$ cat src/rtl/ts_tx_sched.sv
// Transmit scheduler: picks one of four metadata-buffer queues by strict priority, with a
// token-bucket shaper on q2, then tracks the frame from read enable through metadata to tx_done.
module ts_tx_sched #(
    parameter int TOKEN_W = 16,
    parameter int RATE    = 1,
    parameter int BURST   = 3036,
    parameter int MD_TMO  = 4
) (
    input  logic        clk,
    input  logic        rst_n,
    input  logic [3:0]  in_ts_fifo_empty,
    input  logic [3:0]  in_ts_gate_open,
    input  logic [10:0] in_ts_pkt_len,
    input  logic [7:0]  in_ts_md,
    input  logic        in_ts_md_wr,
    input  logic        in_ts_tx_done,
    output logic        out_ts_q0_rden,
    output logic        out_ts_q1_rden,
    output logic        out_ts_q2_rden,
    output logic        out_ts_q3_rden,
    output logic [7:0]  out_ts_md,
    output logic        out_ts_md_wr,
    output logic        out_ts_busy,
    output logic        out_ts_md_err
);

    localparam int CNT_W = $clog2(MD_TMO + 1);

    typedef enum logic [1:0] {
        IDLE,
        RDEN,
        WAIT_MD,
        WAIT_TX
    } state_t;

    state_t             r_state;
    logic [3:0]         r_rden;
    logic [7:0]         r_md;
    logic               r_md_wr;
    logic               r_md_err;
    logic [TOKEN_W-1:0] r_tokens;
    logic [CNT_W-1:0]   r_tmo_cnt;

    logic [TOKEN_W:0]   w_tok_sum;
    logic [TOKEN_W-1:0] w_tok_refill;
    logic [TOKEN_W-1:0] w_pkt_len;
    logic [3:0]         w_elig;
    logic [3:0]         w_grant;

    // One extra bit on the sum so the saturation compare cannot wrap.
    assign w_tok_sum    = {1'b0, r_tokens} + (TOKEN_W + 1)'(RATE);
    assign w_tok_refill = (w_tok_sum >= (TOKEN_W + 1)'(BURST)) ? TOKEN_W'(BURST)
                                                               : w_tok_sum[TOKEN_W-1:0];
    assign w_pkt_len    = TOKEN_W'(in_ts_pkt_len);

    always_comb begin
        w_elig    = ~in_ts_fifo_empty & in_ts_gate_open;
        w_elig[2] = w_elig[2] & (r_tokens >= w_pkt_len);
    end

    // NOTE: every always_comb output gets a default first, so no path can infer a latch.
    always_comb begin
        w_grant = 4'b0000;
        if (w_elig[0])      w_grant = 4'b0001;
        else if (w_elig[1]) w_grant = 4'b0010;
        else if (w_elig[2]) w_grant = 4'b0100;
        else if (w_elig[3]) w_grant = 4'b1000;
    end

    // NOTE: sequential state uses non-blocking assignments only; reset is sampled on the edge.
    always_ff @(posedge clk) begin
        if (!rst_n) begin
            r_state   <= IDLE;
            r_rden    <= '0;
            r_md      <= '0;
            r_md_wr   <= 1'b0;
            r_md_err  <= 1'b0;
            r_tokens  <= TOKEN_W'(BURST);
            r_tmo_cnt <= '0;
        end else begin
            r_rden   <= '0;
            r_md_wr  <= 1'b0;
            r_tokens <= w_tok_refill;
            unique case (r_state)
                IDLE: begin
                    if (|w_elig) begin
                        r_rden  <= w_grant;
                        r_state <= RDEN;
                        // Eligibility already guaranteed tokens >= len, so this cannot underflow.
                        if (w_grant[2]) r_tokens <= w_tok_refill - w_pkt_len;
                    end
                end
                RDEN: begin
                    r_tmo_cnt <= '0;
                    r_state   <= WAIT_MD;
                end
                WAIT_MD: begin
                    if (in_ts_md_wr) begin
                        r_md    <= in_ts_md;
                        r_md_wr <= 1'b1;
                        r_state <= WAIT_TX;
                    end else if (r_tmo_cnt == CNT_W'(MD_TMO - 1)) begin
                        r_md_err <= 1'b1;
                        r_state  <= IDLE;
                    end else begin
                        r_tmo_cnt <= r_tmo_cnt + 1'b1;
                    end
                end
                WAIT_TX: begin
                    if (in_ts_tx_done) r_state <= IDLE;
                end
                default: r_state <= IDLE;
            endcase
        end
    end

    assign out_ts_q0_rden = r_rden[0];
    assign out_ts_q1_rden = r_rden[1];
    assign out_ts_q2_rden = r_rden[2];
    assign out_ts_q3_rden = r_rden[3];
    assign out_ts_md      = r_md;
    assign out_ts_md_wr   = r_md_wr;
    assign out_ts_busy    = (r_state != IDLE);
    assign out_ts_md_err  = r_md_err;

endmodule

$ cat config.mk
export PLATFORM = sky130hd
export DESIGN_NAME = ts_tx_sched
export DESIGN_NICKNAME = d
export VERILOG_FILES = /design/src/rtl/ts_tx_sched.sv
export SDC_FILE = /design/constraint.sdc
export NUM_CORES = 1
export LEC_CHECK = 0
export BUFFER_PORTS_ARGS = -buffer_cell sky130_fd_sc_hd__buf_4
export CORE_ASPECT_RATIO = 1.4
export CORE_MARGIN = 4
export CORE_UTILIZATION = 57
export CTS_BUF_LIST = sky130_fd_sc_hd__clkbuf_16
export CTS_CLUSTER_SIZE = 10
export DETAILED_ROUTE_END_ITERATION = 10
export PLACE_DENSITY = 0.84
export SYNTH_ARGS = -nofsm -noshare
export SYNTH_HDL_FRONTEND = slang
export SYNTH_SLANG_ARGS = --single-unit
$ cat constraint.sdc
create_clock -name clk -period 5 [get_ports clk]
set_clock_uncertainty 0.1 [all_clocks]
set_input_delay 0.5 -clock clk [delete_from_list [all_inputs] [get_ports clk]]
set_output_delay 0.5 -clock clk [all_outputs]
set_load 0.02 [all_outputs]
======== After elaboration in Yosys (flattened, before gate mapping) ========
Cells that the tools add are included.
storage, ports and cells
  register bits after elaboration ......... 35
  latch bits .............................. 0
  bits in writable memories ............... 0
  memory bits (read-only) ................. 0
  bits of input ports ..................... 31
  output and inout bits ................... 15
  logic and storage cells ................. 59
  memories ................................ 0
operators by class
  $add $sub $neg .......................... 3
  $mul .................................... 0
  divide/modulo/power cells ............... 0
  order comparisons ....................... 2
  equality and inequality tests ........... 9
  shift-type cells ........................ 0
  mux-type cells .......................... 17
  bitwise logic cells ..................... 7
  reduce and logical (&&, ||, !) cells .... 12
operators with widths
  cell                                                                     count
  16-bit two-way mux                                                       4
  16-bit by 1-bit adder with 17-bit output, second input constant          1
  17-bit by 12-bit >= comparator with 1-bit output, second input constant  1
  16-bit by 11-bit >= comparator with 1-bit output                         1
  16-bit by 11-bit subtractor with 16-bit output                           1
  3-bit two-way mux                                                        5
  3-bit AND reduction                                                      4
  2-bit two-way mux                                                        4
  2-bit != test, second input constant                                     4
  2-bit one-hot mux with 4 select lines                                    1
  4-bit OR reduction                                                       2
  3-bit one-hot mux with 2 select lines                                    1
  6-bit OR reduction                                                       1
  4-bit AND                                                                1
  2-bit equality test, second input constant                               2
  4-bit two-way mux                                                        1
  1-bit inverter                                                           4
  4-bit inverter                                                           1
  2-bit AND reduction                                                      2
  2-bit nonzero test                                                       2
  3-bit by 1-bit adder with 3-bit output, second input constant            1
  3-bit by 2-bit equality test with 1-bit output, second input constant    1
  3-bit != test, second input constant                                     1
  2-bit by 1-bit equality test with 1-bit output, second input constant    1
  other kinds (3)                                                          3

======== Logic depth before layout (Yosys ltp) ========
Gate-level depths: netlist (run 1).
  word-level depth ........................ 9
  mapped depth ............................ 17
  gate-level depth less buffers ........... 15

======== Least setup slack after synthesis (run 1) ========
Ideal clock, no wire load.
  path type ............................... reg2reg
  start point ............................. register r_tokens[0]
  end point ............................... register r_tokens[10]
  setup time .............................. 115 ps
  arrival time ............................ 3499 ps
  path slack .............................. 1286 ps
  stages on the path, launching flop included .. 17
  path buffers ............................ 2
  period minus slack after synthesis ...... 3714 ps
  path through ............................ dfxtp_1 -> ha_1 -> clkbuf_1 -> inv_1 -> o31ai_1 -> a221oi_2 -> o21ai_2 -> buf_4 -> nand2_1 -> ha_1 -> fa_1 -> nor2b_1 -> o31ai_1 -> a31o_2 -> a21boi_0 -> nor4b_2 -> o21a_1
on the way
  word-level cells in the longest chain between the ends .. 8
  elaborated cells between the ends (all ways) .. 13
ends and longest elaborated chain
  what                                                                              RTL line  source
  start, declared                                                                   41        logic [TOKEN_W-1:0] r_tokens;
  start signal, assigned                                                            78        r_tokens <= TOKEN_W'(BURST);
  start signal, assigned                                                            83        r_tokens <= w_tok_refill;
  start signal, assigned                                                            90        if (w_grant[2]) r_tokens <= w_tok_refill - w_pkt_len;
  branches (longest 7 deep; another with 16-bit by 1-bit adder with 17-bit output)  --
  16-bit two-way mux (*)                                                            84        unique case (r_state)
Every way passes the cells marked *.
A chain may end at the register's enable or synchronous reset.

======== Worst setup path in the final report (run 1) ========
  start point ............................. register r_tokens[2]
  end point ............................... register r_tokens[10]
Same word-level chain as after synthesis.

==> results.py, run 1 <==
metrics = {
    "sta": {
        "worstMarginPinSlew_ps": 1070,
        "setup_viol": 0,
        "relSlewSlack": 0.286,
        "fin_setup_tns_ps": 0,
        "fmax_mhz": 247,
        "timing.final.crit_share": 0.810,
        "drv_slew": 0,
        "final-hold-violation-count": 0,
        "min_period_ps": 4050,
        "rsz0062_at_grt": "false",
    },
    "pwr": {
        "switching_share": 0.299,
        "p_per_area_nw_per_um2": 277,
        "max-vdd-ir-drop_v": 0.000141,
        "p_switching_mw": 0.263,
        "clkPwrFrac": 0.402,
        "internal_power_mw": 0.618,
        "p_total_mw": 0.881,
        "p_leak_nw": 1.30,
        "p_comb_frac": 0.252,
        "power_frac_seq": 0.346,
    },
    "detailed_routing": {
        "avgViaCountPerCell": 6.07,
        "ant_nets": 0,
        "drtIter0Drc": 105,
        "wl_per_cell_um": 16.3,
        "drc": 0,
        "firstDrtPassIters": 4,
        "vias": 2525,
        "drt-total-wl_um": 6800,
    },
    "synthesis": {
        "post_synth_num_cell_types": 64,
        "synth_top_area_cell": "dfxtp_1",
        "synth.top_cell.area_share": 0.263,
        "synth-seq-cells": 35,
        "yosys_warnings": 0,
        "synth.avg_cell_area_um2": 8.43,
        "synth-seq-area-share": 0.263,
        "synth-edff-count": 0,
        "synthFlopType": "dfxtp_1",
        "syn_nets": 374,
        "syn-cell-area_um2": 2670,
        "yosys-top-cells-area": "dfxtp_1 (26%), ha_1 (12%), nand2_1 (4.4%), a21oi_1 (3.9%), nand3_1 (3.4%)",
        "syn_inst": 316,
        "synthArstFlopShare": 0,
    },
    "global_route": {
        "antenna_found_initial": 0,
        "grtUsageTotal": 0.247,
        "grt_pass1_vias": 2431,
        "grt_pass1_wl_um": 11000,
        "overflow": 0,
        "grt_max_degree": 33,
    },
    "critical_path": {
        "crit_chain": "and4_1 -> nand3_1 -> xor2_1 -> nand3_1 -> o21ai_2 -> buf_4 -> nand2_1 -> ha_1 -> fa_1 -> nor2b_1 -> o31ai_1 -> a31o_2 -> a21boi_0 -> nor4b_2 -> o21a_1",
        "r2r_start": "r_tokens[2]",
        "reg2reg_depth": 15,
        "critPathSlowestCell": "a21boi_0",
        "worstPathRequired_ps": 5070,
        "r2r_end": "r_tokens[10]",
        "critPathMaxStageDelay_ps": 520,
        "start_kind": "flip-flop",
        "crit_path_end_kind": "flip-flop",
        "crit_type": "flip-flop to flip-flop",
        "cp_max_fo": 19,
        "cp_common_cell": "nand3_1",
        "r2r_slack_ps": 950,
        "cp.arrival_ps": 4120,
    },
    "clocking": {
        "cts_buffer_depth": 2,
        "cts-buffers-inserted": 5,
        "clock_tree.root_cell": "clkbuf_16",
        "clock_latency_ps": 280,
        "clk_pin_slew_ps": 60,
        "cts_hold_buf": 0,
        "clock_sinks": 35,
        "cts_tree": "built",
        "cts-resized-gates": 0,
        "cts_max_level": 2,
        "postCtsSetupBuffers": 0,
    },
    "floorplan": {
        "rows": 29,
        "core_um2": 4540,
        "fp.dieH_um": 88.9,
        "die_area_um2": 5850,
        "start_util": 0.588,
        "die_x_um": 65.8,
        "ios": 46,
    },
    "hold_path": {
        "hold_path_class": "flip-flop to flip-flop",
        "min_to": "out_ts_md[6]",
        "min_from": "out_ts_md[6]",
        "hold_depth": 2,
    },
    "finish": {
        "regArea_um2": 701,
        "final_cell_area_um2": 3180,
        "utilization": 0.700,
        "nFillCells": 392,
        "nNetsFinal": 411,
        "drive_gt1_frac": 0.209,
        "area_delta_synth_final_pct": 19.2,
        "finalNonFillerCells": 416,
        "n_antenna_cell": 0,
        "multiInputGateArea_um2": 1820,
    },
    "placed_design": {
        "io_buffer_count": 45,
        "dp.cells": 408,
        "placed_area_um2": 3010,
        "routabilityCongestion": 0.904,
        "hpwl_um": 5160,
    },
    "run_status": {
        "status": "complete, no violations",
    },
    "run": {
        "maxCapViolCount": 0,
    },
}
## final cells by class
cell class,count,area share
Multi-Input combinational cell,247,0.572
Sequential cell,35,0.221
Timing Repair Buffer,46,0.109
Clock buffer,5,0.0394
Tap cell,62,0.0244
Inverter,18,0.0213
Clock inverter,3,0.0138
## stage by stage
| step | setup slack (ps) | hold slack [ps] |
|---|---|---|
| after floorplan | 1290 | 352 |
| final | 952 | 356 |
| after global placement | 1180 | 344 |
| after CTS | 976 | 357 |
| after global routing | 647 | 375 |
| after detailed placement | 1050 | 350 |
## layer usage
layer / part of all wire / vias up / global-route usage
li1: - / 1233 / -
met1: 0.36 / 1167 / 0.250
met2: 0.54 / 96 / 0.457
met3: 0.055 / 29 / 0.0440
met4: 0.053 / 0 / 0.160
met5: 0 / - / 0
## power groups by stage
stage	Sequential [mW]	Clock, mW	Combinational, mW
after detailed placement	0.310	0	0.218
after CTS	0.304	0.355	0.221
after global routing	0.307	0.369	0.244
after global placement	0.310	0	0.215
after floorplan	0.312	0	0.155
final	0.305	0.354	0.222
## worst max-delay path by stage
| stage | from | to | slack (ps) | depth (start not counted) |
|---|---|---|---|---|
| 3_5_place_dp | r_tokens[2] | r_tokens[10] | 1050 | 15 |
| 2_1_floorplan | r_tokens[0] | r_tokens[10] | 1290 | 16 |
| 6_report | r_tokens[2] | r_tokens[10] | 950 | 15 |
| 3_3_place_gp | r_tokens[2] | r_tokens[10] | 1180 | 15 |
| 5_1_grt | r_tokens[2] | r_tokens[10] | 650 | 15 |
| 4_1_cts | r_tokens[2] | r_tokens[10] | 980 | 15 |
## cell usage in the layout (no fill, tap or decap), drive strengths merged, types with 5 or more instances in the layout
master,synthesis,routed
a21oi,21,21
nor2b,5,5
o21ai,5,5
a31oi,6,6
xnor2,7,7
o21a,9,9
nand2,32,32
nand4,6,6
clkbuf,10,5
dfxtp,35,35
ha,26,26
nor4,13,13
nand3,18,18
and2,6,6
inv,18,18
a211oi,5,5
xor2,8,8
nand2b,6,6
nor2,20,20
nor4b,5,5
buf,6,46
## cells in the mapped netlist, types with 4 or more instances
master    number
a211oi_1       4
a21oi_1       21
a31oi_1        6
and2_1         6
clkbuf_1       8
dfxtp_1       35
ha_1          26
inv_1         17
nand2_1       31
nand2b_1       6
nand3_1       18
nand4_1        6
nor2_1        20
nor2b_1        5
nor3_1         4
nor4_1        12
nor4b_2        5
o21a_1         9
xnor2_1        7
xor2_1         8
## flip-flops by register name (all words and copies together), names as in the netlist
name,count
r_rden,4
out_ts_md,8
out_ts_md_wr,1
r_tokens,16
out_ts_md_err,1
r_tmo_cnt,3
r_state,2
## logic make-up after synthesis
logic type | count (synthesis) | synth area share
multiplexers | 3 | 0.0113
AO/OA/AOI/OAI | 77 | 0.224
XOR/XNOR | 15 | 0.0493
AND/OR/NAND/NOR | 125 | 0.268
flip-flops | 35 | 0.263
adder cells (fa/ha/maj) | 27 | 0.130
buffers and inverters | 34 | 0.0554
## worst max-delay path, delay by kind of cell, from the launching register on
kind / cells / cell delay (ps)
AOI/OAI and AO/OA: 5 / 1230
adders and majority gates: 2 / 620
xor gates and xnor gates: 1 / 240
DFF: 1 / 500
and+or+nand+nor: 6 / 1000
buffers and inverters: 1 / 230
(Power assumes the default switching activity.)
==> run 2: changes to the inputs <==
==> constraint.sdc (replaced) <==
create_clock -name clk -period 4.1 [get_ports clk]
set_clock_uncertainty 0.1 [all_clocks]
set_input_delay 0.41 -clock clk [delete_from_list [all_inputs] [get_ports clk]]
set_output_delay 0.41 -clock clk [all_outputs]
set_load 0.02 [all_outputs]
==> run 2 against run 1 <==
Against the previous run: combinational power is 26% higher; first-iteration DRC count rose by 12%; sequential cell count unchanged; clock power hardly changed; final area shrank 0.16%; critical endpoint is now r_tokens[9]; maximum frequency grew 4.9%.
==> results.py, run 2 (synthesis gave the netlist of run 1 again) <==
metrics = {
    "sta": {
        "relSlewSlack": 0.283,
        "fin_setup_tns_ps": 0,
        "min_period_ps": 3860,
        "rsz0062_at_grt": "false",
        "timing.final.crit_share": 0.941,
        "setup_viol": 0,
        "fmax_mhz": 259,
        "worstMarginPinSlew_ps": 1070,
        "final-hold-violation-count": 0,
        "drv_slew": 0,
    },
    "clocking": {
        "cts-resized-gates": 0,
        "clock_tree.root_cell": "clkbuf_16",
        "clock_latency_ps": 280,
        "clk_pin_slew_ps": 50,
        "cts-buffers-inserted": 5,
        "postCtsSetupBuffers": 0,
        "cts_max_level": 2,
        "cts_hold_buf": 0,
        "cts_tree": "built",
        "cts_buffer_depth": 2,
        "clock_sinks": 35,
    },
    "finish": {
        "n_antenna_cell": 0,
        "multiInputGateArea_um2": 1820,
        "largest-register": "r_tokens",
        "nNetsFinal": 415,
        "regArea_um2": 701,
        "drive_gt1_frac": 0.213,
        "finalNonFillerCells": 419,
        "largest_reg_flops": 16,
        "nFillCells": 401,
        "final_common_cell": "buf_4",
        "final_cell_mix": "buf_4 (50), dfxtp_1 (35), nand2_1 (31)",
        "area_delta_synth_final_pct": 19.0,
    },
    "global_route": {
        "grtUsageTotal": 0.259,
        "grt_pass1_vias": 2586,
        "grt_pass1_wl_um": 11600,
        "grt_max_degree": 33,
        "antenna_found_initial": 0,
        "overflow": 0,
    },
    "floorplan": {
        "die_x_um": 65.8,
        "start_util": 0.588,
        "rows": 29,
        "fp.dieH_um": 88.9,
        "die_area_um2": 5850,
        "ios": 46,
        "core_um2": 4540,
    },
    "detailed_routing": {
        "firstDrtPassIters": 5,
        "wl_met3_um": 311,
        "drtIter0Drc": 118,
        "ant_nets": 0,
        "maxUsedRoutingLayer": "met4",
        "met2_length_um": 3810,
        "drt-total-wl_um": 7140,
        "drc": 0,
        "vias": 2581,
        "wl_per_cell_um": 17.0,
        "wl_met1_um": 2640,
        "avgViaCountPerCell": 6.16,
    },
    "critical_path": {
        "start_kind": "flip-flop",
        "crit_path_end_kind": "flip-flop",
        "cp.arrival_ps": 3980,
        "worstPathRequired_ps": 4220,
        "crit_type": "flip-flop to flip-flop",
        "cp_max_fo": 15,
    },
    "placed_design": {
        "hpwl_um": 5520,
        "dp.cells": 412,
        "io_buffer_count": 45,
        "routabilityCongestion": 0.959,
    },
    "run": {
        "maxCapViolCount": 0,
    },
    "pwr": {
        "max-vdd-ir-drop_v": 0.000184,
        "p_per_area_nw_per_um2": 317,
        "p_leak_nw": 1.30,
    },
    "hold_path": {
        "hold_path_class": "primary input to flip-flop",
    },
    "run_status": {
        "status": "complete, no violations",
    },
}
-- run 2: changes by cell type in the layout (fill, tap and decap cells not counted), sizes merged --
cell,change
bufinv,-1
buf,+4
-- run 2: layer usage --
metal,vias to the layer above,global-route usage
met3,29,0.0340
met1,1209,0.253
li1,1245,-
met5,-,0
met4,0,0.175
met2,98,0.495
-- run 2: final cells by class --
| cell class | instances | area share |
|---|---|---|
| Tap cell | 62 | 0.0245 |
| Timing Repair Buffer | 50 | 0.118 |
| Multi-Input combinational cell | 247 | 0.573 |
| Inverter | 18 | 0.0213 |
| Clock buffer | 5 | 0.0394 |
| Sequential cell | 35 | 0.221 |
| Clock inverter | 2 | 0.00276 |
-- run 2: worst paths after layout --
check                                  start      endpoint  slack (ps)  depth (start not counted)
worst max-delay path             r_tokens[2]   r_tokens[9]         240                         14
worst min-delay path             in_ts_md[7]  out_ts_md[7]         300                          3
worst max register to register   r_tokens[2]   r_tokens[9]         240                         14
worst min register to register  out_ts_md[4]  out_ts_md[4]         350                          2
-- run 2: where the power goes --
part	switching, mW	internal, mW
sequential	0.0162	0.356
combinational	0.165	0.115
clock	0.134	0.218
-- run 2: critical path, stage by stage (launching register included) --
cell     delay (ps)
dfxtp_1         500
and4_1          380
nand3_1         120
xor2_1          290
nand3_1         170
o21ai_2         240
buf_4           250
nand2_1          80
ha_1            330
o21a_1          120
o31a_1          140
o31a_1          310
o31a_1          290
nor4_1          320
a211o_1         150
-- run 2: metrics by stage --
| stage | worst slack [ps] | instance area, um^2 | power (mW) | hold WS, ps | util |
|---|---|---|---|---|---|
| floorplan | 386 | 2670 | 0.569 | 352 | - |
| global placement | 540 | 3040 | 0.645 | 343 | 0.670 |
| detailed placement | 384 | 3040 | 0.653 | 349 | 0.670 |
| CTS | 356 | 3170 | 1.01 | 297 | 0.699 |
| global route | 72.4 | 3170 | 1.05 | 312 | 0.699 |
| finish | 241 | 3170 | 1.00 | 299 | 0.699 |
